$ cat config.mk
export PLATFORM = sky130hd
export DESIGN_NAME = dram_access_sequencer
export DESIGN_NICKNAME = d
export VERILOG_FILES = /design/src/rtl/dram_seq_pkg.sv /design/src/rtl/dram_port_mux.sv /design/src/rtl/dram_access_sequencer.sv
export SDC_FILE = /design/constraint.sdc
export NUM_CORES = 1
export LEC_CHECK = 0
export ABC_AREA = 1
export CORE_ASPECT_RATIO = 1.1
export CORE_UTILIZATION = 25
export CTS_CLUSTER_DIAMETER = 80
export CTS_CLUSTER_SIZE = 20
export DETAILED_ROUTE_END_ITERATION = 12
export GPL_TIMING_DRIVEN = 0
export PLACE_DENSITY = 0.79
export SLEW_MARGIN = 25
export SYNTH_ARGS = -nofsm -noshare
export SYNTH_HDL_FRONTEND = slang
export SYNTH_SLANG_ARGS = --single-unit
$ cat constraint.sdc
create_clock -name clk -period 1.35 [get_ports clk]
set_clock_uncertainty 0.15 [all_clocks]
set_input_delay 0.135 -clock clk [delete_from_list [all_inputs] [get_ports clk]]
set_output_delay 0.135 -clock clk [all_outputs]
set_load 0.02 [all_outputs]
$ cat src/rtl/dram_seq_pkg.sv
// Shared types and default widths for the DRAM access sequencer slice.
package dram_seq_pkg;

  typedef enum logic [1:0] {
    IDLE = 2'd0,
    RUN  = 2'd1,
    DONE = 2'd2
  } seq_state_t;

  localparam int unsigned DEFAULT_ADDR_W = 16;
  localparam int unsigned DEFAULT_DATA_W = 8;

endpackage

$ cat src/rtl/dram_port_mux.sv
// Combinational RAM port selection between the host loader and the Processor.
module dram_port_mux
  import dram_seq_pkg::*;
#(
  parameter int unsigned ADDR_W = DEFAULT_ADDR_W,
  parameter int unsigned DATA_W = DEFAULT_DATA_W
) (
  input  logic              proc_owner,
  input  logic [ADDR_W-1:0] host_addr,
  input  logic [DATA_W-1:0] host_wdata,
  input  logic              host_we,
  input  logic [ADDR_W-1:0] proc_addr,
  input  logic [DATA_W-1:0] proc_wdata,
  input  logic              proc_we,
  output logic [ADDR_W-1:0] ram_addr,
  output logic [DATA_W-1:0] ram_wdata,
  output logic              ram_we
);

  always_comb begin
    ram_addr  = host_addr;
    ram_wdata = host_wdata;
    ram_we    = host_we;
    if (proc_owner) begin
      ram_addr  = proc_addr;
      ram_wdata = proc_wdata;
      ram_we    = proc_we;
    end
  end

endmodule

$ cat src/rtl/dram_access_sequencer.sv
// Sequences host load / Processor run / host readback on the shared data RAM.
// Optional run statistics outputs: define DRAM_ACCESS_SEQUENCER_STATS_EN.
module dram_access_sequencer
  import dram_seq_pkg::*;
#(
  parameter int unsigned      ADDR_W      = DEFAULT_ADDR_W,
  parameter int unsigned      DATA_W      = DEFAULT_DATA_W,
  parameter int unsigned      TO_W        = 24,
  parameter logic [TO_W-1:0]  RUN_TIMEOUT = '0
) (
  input  logic              clk,
  input  logic              rst,
  input  logic              start,
  input  logic              clear,
  input  logic              host_req,
  input  logic              host_we,
  input  logic [ADDR_W-1:0] host_addr,
  input  logic [DATA_W-1:0] host_wdata,
  output logic              host_ack,
  output logic [DATA_W-1:0] host_rdata,
  output logic              proc_enable,
  input  logic [ADDR_W-1:0] proc_addr,
  input  logic [DATA_W-1:0] proc_wdata,
  input  logic              proc_read,
  input  logic              proc_write,
  input  logic              proc_finish,
  output logic [DATA_W-1:0] proc_rdata,
  output logic [ADDR_W-1:0] ram_addr,
  output logic [DATA_W-1:0] ram_wdata,
  output logic              ram_we,
  input  logic [DATA_W-1:0] ram_rdata,
  output logic              busy,
  output logic              done,
  output logic              timeout
`ifdef DRAM_ACCESS_SEQUENCER_STATS_EN
  ,
  output logic [15:0]       stat_rd,
  output logic [15:0]       stat_wr,
  output logic [TO_W-1:0]   stat_cyc
`endif
);

  localparam logic [TO_W-1:0] WD_ONE  = {{(TO_W-1){1'b0}}, 1'b1};
  localparam logic [TO_W-1:0] WD_LAST = RUN_TIMEOUT - WD_ONE;
  localparam logic            WD_EN   = (RUN_TIMEOUT != '0);

  seq_state_t        state, state_nxt;
  logic              ack_pend;
  logic [DATA_W-1:0] rdata_hold;
  logic [TO_W-1:0]   wd;
  logic              start_go, host_owns, accept, wd_hit;

  assign start_go  = (state == IDLE) && start;
  assign host_owns = (state == IDLE) || (state == DONE);
  // Gating with rst keeps the RAM write strobe low during a reset cycle.
  assign accept    = host_req && host_owns && !ack_pend && !start_go && !rst;
  assign wd_hit    = WD_EN && (wd == WD_LAST);

  always_ff @(posedge clk) begin
    if (rst) state <= IDLE;
    else     state <= state_nxt;
  end

  always_comb begin
    state_nxt = state;
    case (state)
      IDLE:    if (start) state_nxt = RUN;
      RUN:     if (proc_finish || wd_hit) state_nxt = DONE;
      DONE:    if (clear) state_nxt = IDLE;
      default: state_nxt = IDLE;
    endcase
  end

  always_ff @(posedge clk) begin
    if (rst) begin
      ack_pend   <= 1'b0;
      rdata_hold <= '0;
      wd         <= '0;
      timeout    <= 1'b0;
    end else begin
      ack_pend <= accept;
      if (ack_pend) rdata_hold <= ram_rdata;
      if (start_go) begin
        wd      <= '0;
        timeout <= 1'b0;
      end else if (state == RUN) begin
        if (wd != '1) wd <= wd + WD_ONE;
        if (wd_hit && !proc_finish) timeout <= 1'b1;
      end
    end
  end

  // RAM output is already registered, so during the ack cycle it is passed
  // straight through; the hold register keeps the last value afterwards.
  assign host_ack    = ack_pend;
  assign host_rdata  = ack_pend ? ram_rdata : rdata_hold;
  assign proc_rdata  = ram_rdata;
  assign proc_enable = (state == RUN);
  assign busy        = (state == RUN);
  assign done        = (state == DONE);

  dram_port_mux #(
    .ADDR_W (ADDR_W),
    .DATA_W (DATA_W)
  ) u_port_mux (
    .proc_owner (state == RUN),
    .host_addr  (host_addr),
    .host_wdata (host_wdata),
    .host_we    (accept && host_we),
    .proc_addr  (proc_addr),
    .proc_wdata (proc_wdata),
    .proc_we    (proc_write && !rst),
    .ram_addr   (ram_addr),
    .ram_wdata  (ram_wdata),
    .ram_we     (ram_we)
  );

`ifdef DRAM_ACCESS_SEQUENCER_STATS_EN
  localparam logic [15:0] ST_ONE = 16'd1;

  always_ff @(posedge clk) begin
    if (rst) begin
      stat_rd  <= '0;
      stat_wr  <= '0;
      stat_cyc <= '0;
    end else if (start_go) begin
      stat_rd  <= '0;
      stat_wr  <= '0;
      stat_cyc <= '0;
    end else if (state == RUN) begin
      if (proc_read && stat_rd != '1)  stat_rd  <= stat_rd + ST_ONE;
      if (proc_write && stat_wr != '1) stat_wr  <= stat_wr + ST_ONE;
      if (stat_cyc != '1)              stat_cyc <= stat_cyc + WD_ONE;
    end
  end
`else
  logic stats_unused;
  assign stats_unused = proc_read;
`endif

endmodule

==> out/summary.txt, run 1 <==
maximum fanout along the worst path: 7
total wire length: 3870 um
top cells by area, synth: nand2_1 44%, dfxtp_1 25%, buf_4 9.5%
crit path DAT: 1.34 ns
most frequent cells in the layout: 63 x clkdlybuf4s50_1, 50 x nand2_2, 41 x nand2_1, 39 x buf_6, 21 x buf_4
largest net degree at the start of global routing: 12
Syn Area/Cell: 5.610 um^2
status: complete, but fails checks
drt wl/cell: 11.80 um
Antenna Cells: 0
clock latency on the worst-skew pair: 0.27 ns
share of layout cells above drive strength 1: 51.43%
Crit. End Element: output pin
router iterations before antenna repair: 4
Post-Syn Area: 869.6 um^2
Die ar.: 3718 um^2
Seq/Total Area, Yosys: 25.32%
LEAKAGE: 1.220 nW
Hold Crit Class: input port to register
final hold violation count: 0
P&R area growth vs syn: 178.8%
failing checks: setup timing
DRC: 0
cell mode on critical path: nand2_2
buffers from clock root to sink, at most: 2
CTS sink count: 11
Post-Syn Instances: 155
crit-path cells: inv_2, nor2_4, buf_8, clkbuf_16, nand2_2, nand2_2, buf_6
DRC marker count from the first detailed-route iteration: 58
final period utilization: 120.2%
CTS Buf Count: 3
Final Wtd Congestion: 0.7593
fmax: 616.4 MHz
filler instances: 270
Ys Warns: 0
Non-Filler Instances: 328
initial antenna violation count: 0
slowest CP cell: dfxtp_2
first-pass GRT wire length: 5533 um
Unique masters post-synth: 14
vias: 1439
CTS tree: built
top-area cell type share of the netlist area: 44.03%
#FFs+latches synth: 11
gr usage total: 18.98%
placed cell area: 2011 um^2
Final ANT Viol Nets: 0
Vias/cell: 4.387
Synthesized Nets: 220
Layout Nets: 346
CP required: 1.07 ns
hold_buf cts: 0
htree depth: 1
Congestion Overflow GR: 0
CP startpoint kind: register
MaxCap Viol Count: 0
Starting Density: 26.11%
Crit path largest cell delay: 0.34 ns
power consumption: 1.556 mW
Max IR drop VDD: 569.0 uV
cell taking the most area after synthesis: nand2_1
width of the die: 58.23 um
vias in the first global route: 1301
Core ar.: 3331 um^2
DP Wirelength: 2559 um
fin worst setup slack: -0.2724 ns
CTS clk-pin slew, worst paths: 0.07 ns
CP Class: register to output pin
setup repair after global routing missed its margin: yes
Cell Pwr Density: 641.6 nW/um^2
die height: 63.86 um
worst slack, placed: -0.5358 ns
Placed Instances: 311
post-route cell area: 2425 um^2
# setup viols final: 35
IO buf count: 108
Final min period: 1.622 ns
Slew Limit Fails: 0
io pins: 111
commonest non-fill, non-tap cell in the layout: clkdlybuf4s50_1
CTS Root Cell: clkbuf_4
Cell Rows: 22
[per-layer routing]
layer | vias up | global-route usage [%] | wire [um]
li1 | 709 | - | -
met1 | 639 | 19.56 | 1402
met2 | 82 | 34.20 | 1985
met3 | 9 | 5.668 | 406
met4 | 0 | 9.226 | 76
met5 | - | 0 | 0
[synth_stat cells]
cell,number
nand3_1,3
a21oi_1,10
conb_1,1
inv_2,2
clkbuf_1,1
buf_6,4
buf_4,11
nor2_1,2
inv_1,5
buf_8,1
nand2_1,102
dfxtp_1,11
nor2_4,1
and2_1,1
[worst max-delay path, delay by kind of cell, from the launching register on]
| family | cells | cell delay (ns) |
|---|---|---|
| and+or+nand+nor | 3 | 0.25 |
| DFF | 1 | 0.34 |
| buffers and inverters | 4 | 0.47 |
[registers in the layout (all words and copies together) (netlist names)]
register    cells
host_ack        1
rdata_hold      8
state           2
[cells by family after synthesis]
logic type	Yosys count	share of synthesized area, %
compound gates	10	5.756
other cells	1	0.4312
flops	11	25.32
buf+inv	24	19.86
simple gates	109	48.63
[worst paths after layout]
check / cells after the start / endpoint / startpoint / slack, ns
hold / removal: 3 / state[1] / proc_finish / 0.29
hold reg to reg: 2 / rdata_hold[5] / rdata_hold[5] / 0.33
setup / recovery: 7 / ram_addr[3] / state[0] / -0.27
setup reg to reg: 7 / state[1] / state[0] / 0.11
[cell type report]
cell class	instances	area, um^2	area share [%]
Buffer	17	161.4	6.656
Multi-Input combinational cell	120	686.9	28.33
Clock buffer	4	26.28	1.084
Timing Repair Buffer	121	1230	50.72
Sequential cell	11	224.0	9.236
Tap cell	48	60.06	2.477
Inverter	7	36.28	1.496
[stage by stage]
step / utilization [%] / setup TNS (ns) / hold slack (ns)
floorplan: - / 0 / 0.1278
global placement: 60.37 / -15.85 / 0.3052
detailed placement: 60.37 / -16.30 / 0.3129
CTS: 66.45 / -6.949 / 0.3022
global route: 72.80 / -8.311 / 0.3114
finish: 72.80 / -6.648 / 0.2940
[where the power goes]
| part | leakage, nW | internal, mW | switching [mW] |
|---|---|---|---|
| clock | 0.0150 | 0.115 | 0.114 |
| combinational | 1.11 | 0.534 | 0.443 |
| sequential | 0.0908 | 0.341 | 0.00867 |
| total | 1.22 | 0.990 | 0.566 |
[repair_timing]
item                                    CTS  global route
pin swaps                                 9            22
resized for setup                       258            73
gates cloned                              3             1
setup buffers                             7             3
endpoints found under the setup margin   45            41
(Power assumes the default switching activity.)
==> run 2, diff against run 1 <==
--- a/config.mk
+++ b/config.mk
@@ -7,12 +7,13 @@
 export LEC_CHECK = 0
 export ABC_AREA = 1
 export CORE_ASPECT_RATIO = 1.1
-export CORE_UTILIZATION = 25
+export CORE_UTILIZATION = 30
 export CTS_CLUSTER_DIAMETER = 80
 export CTS_CLUSTER_SIZE = 20
 export DETAILED_ROUTE_END_ITERATION = 12
+export DONT_BUFFER_PORTS = 1
 export GPL_TIMING_DRIVEN = 0
-export PLACE_DENSITY = 0.79
+export PLACE_DENSITY = 0.44
 export SLEW_MARGIN = 25
 export SYNTH_ARGS = -nofsm -noshare
 export SYNTH_HDL_FRONTEND = slang
==> run 2 against run 1 <==
Net effect:
- the flow finishes with violations (hold timing, setup timing)
- global-route usage fell by 1.9 points
- flip-flop and latch count did not move
- combinational power fell by 31%
- utilization shrank 10 points
- die area decreased by 16%
- cell area is 29% lower
- register-to-register slack worse by 0.04 ns
- clock-buffer cell count did not move
- wire length decreased by 19%
- total power shrank 19%
- hold slack got worse by 0.31 ns
==> out/summary.txt, run 2 (synthesis results as in run 1) <==
vias in the first global route: 966
vias: 1080
final hold slack: -0.01275 ns
most frequent cells in the layout: 48 x nand2_4, 29 x nand2_1, 25 x nand2_2, 18 x buf_4, 11 x dlygate4sd3_1
Starting Density: 31.59%
Max IR drop VDD: 624.4 uV
CP startpoint kind: register
DP Wirelength: 1766 um
MaxCap Viol Count: 0
Hold Crit Class: input port to register
reg-to-reg startpoint: host_ack
Largest register FFs: 8
Core ar.: 2753 um^2
Congestion Overflow GR: 0
filler instances: 249
final hold violation count: 1
Cell Rows: 20
width of the die: 53.34 um
CTS Root Cell: clkbuf_4
Final ANT Viol Nets: 0
first-pass GRT wire length: 3912 um
fmax: 654.2 MHz
initial antenna violation count: 0
P&R area growth vs syn: 97.41%
post-route cell area: 1717 um^2
CP Class: register to output pin
htree depth: 1
status: complete, but fails checks
buffers from clock root to sink, at most: 2
DRC marker count from the first detailed-route iteration: 11
Die ar.: 3118 um^2
commonest non-fill, non-tap cell in the layout: nand2_4
fin worst setup slack: -0.1785 ns
CTS Buf Count: 3
critical hold path startpoint: host_req
Cell Pwr Density: 730.0 nW/um^2
failing checks: hold timing, setup timing
router iterations before antenna repair: 4
Slew Limit Fails: 0
CTS tree: built
gr usage total: 17.12%
hold_buf cts: 11
die height: 58.47 um
CTS clk-pin slew, worst paths: 0.07 ns
share of layout cells above drive strength 1: 63.10%
crit path DAT: 1.24 ns
# setup viols final: 35
Non-Filler Instances: 220
io pins: 111
Final Wtd Congestion: 0.6641
IO buf count: 0
CP required: 1.07 ns
Biggest register: rdata_hold
Layout Nets: 253
DRC: 0
Final min period: 1.528 ns
placed cell area: 910.9 um^2
CTS sink count: 11
crit path from: state[0]
maximum fanout along the worst path: 7
setup repair after global routing missed its margin: yes
Placed Instances: 188
clock latency on the worst-skew pair: 0.26 ns
Vias/cell: 4.909
Antenna Cells: 0
final period utilization: 113.2%
total wire length: 3116 um
largest net degree at the start of global routing: 11
LEAKAGE: 0.8565 nW
drt wl/cell: 14.16 um
Crit. End Element: output pin
==> run 2: timing repair <==
| action | CTS | global route |
|---|---|---|
| resized for setup | 119 | 37 |
| hold endpoints to repair | 11 | 1 |
| cloned | 3 | 0 |
| buffers inserted | 9 | 7 |
| pin swaps | 33 | 25 |
| endpoints found under the setup margin | 35 | 36 |
==> run 2: area by class of cell <==
| class | instances | area [um^2] | area share (%) |
|---|---|---|---|
| Multi-Input combinational cell | 120 | 919.6 | 53.57 |
| Timing Repair Buffer | 28 | 300.3 | 17.49 |
| Sequential cell | 11 | 225.2 | 13.12 |
| Buffer | 17 | 170.2 | 9.913 |
| Tap cell | 33 | 41.29 | 2.405 |
| Inverter | 7 | 33.78 | 1.968 |
| Clock buffer | 4 | 26.28 | 1.531 |
==> run 2: worst paths after layout <==
path | endpoint | slack, ns | cells after the start
min reg2reg | rdata_hold[7] | 0.35 | 2
min | host_ack | -0.01 | 3
max | ram_addr[9] | -0.18 | 6
max reg2reg | rdata_hold[2] | 0.07 | 7
==> run 2: stage by stage <==
step | worst slack (ns) | total power, mW | util (%) | setup TNS (ns)
finish | -0.1785 | 1.253 | 62.36 | -4.245
global route | -0.2422 | 1.318 | 62.36 | -6.631
CTS | -0.1985 | 1.201 | 56.27 | -5.244
detailed placement | -0.07703 | 0.7467 | 33.09 | -0.07703
global placement | -0.07436 | 0.7447 | 33.09 | -0.07436
floorplan | 0.07150 | 0.7033 | - | 0
==> run 2: routing by layer <==
layer  global-route usage, %  share of wire, %  wire length, um
met3                   1.292               9.9              308
met2                   36.61                59             1832
met4                   6.767              0.48               15
met5                       0                 0                0
met1                   15.38                31              960
==> run 2: worst max-delay path: stages (launching register included) <==
cell	delay [ns]
dfxtp_2	0.33
inv_2	0.05
nor2_4	0.12
buf_8	0.16
buf_12	0.15
nand2_2	0.07
nand2_4	0.09
==> run 2: power by group <==
group	leakage (nW)	switching [mW]	total [mW]	internal [mW]
combinational	0.751	0.414	0.679	0.265
sequential	0.0906	0.0142	0.354	0.340
clock	0.0150	0.106	0.221	0.114
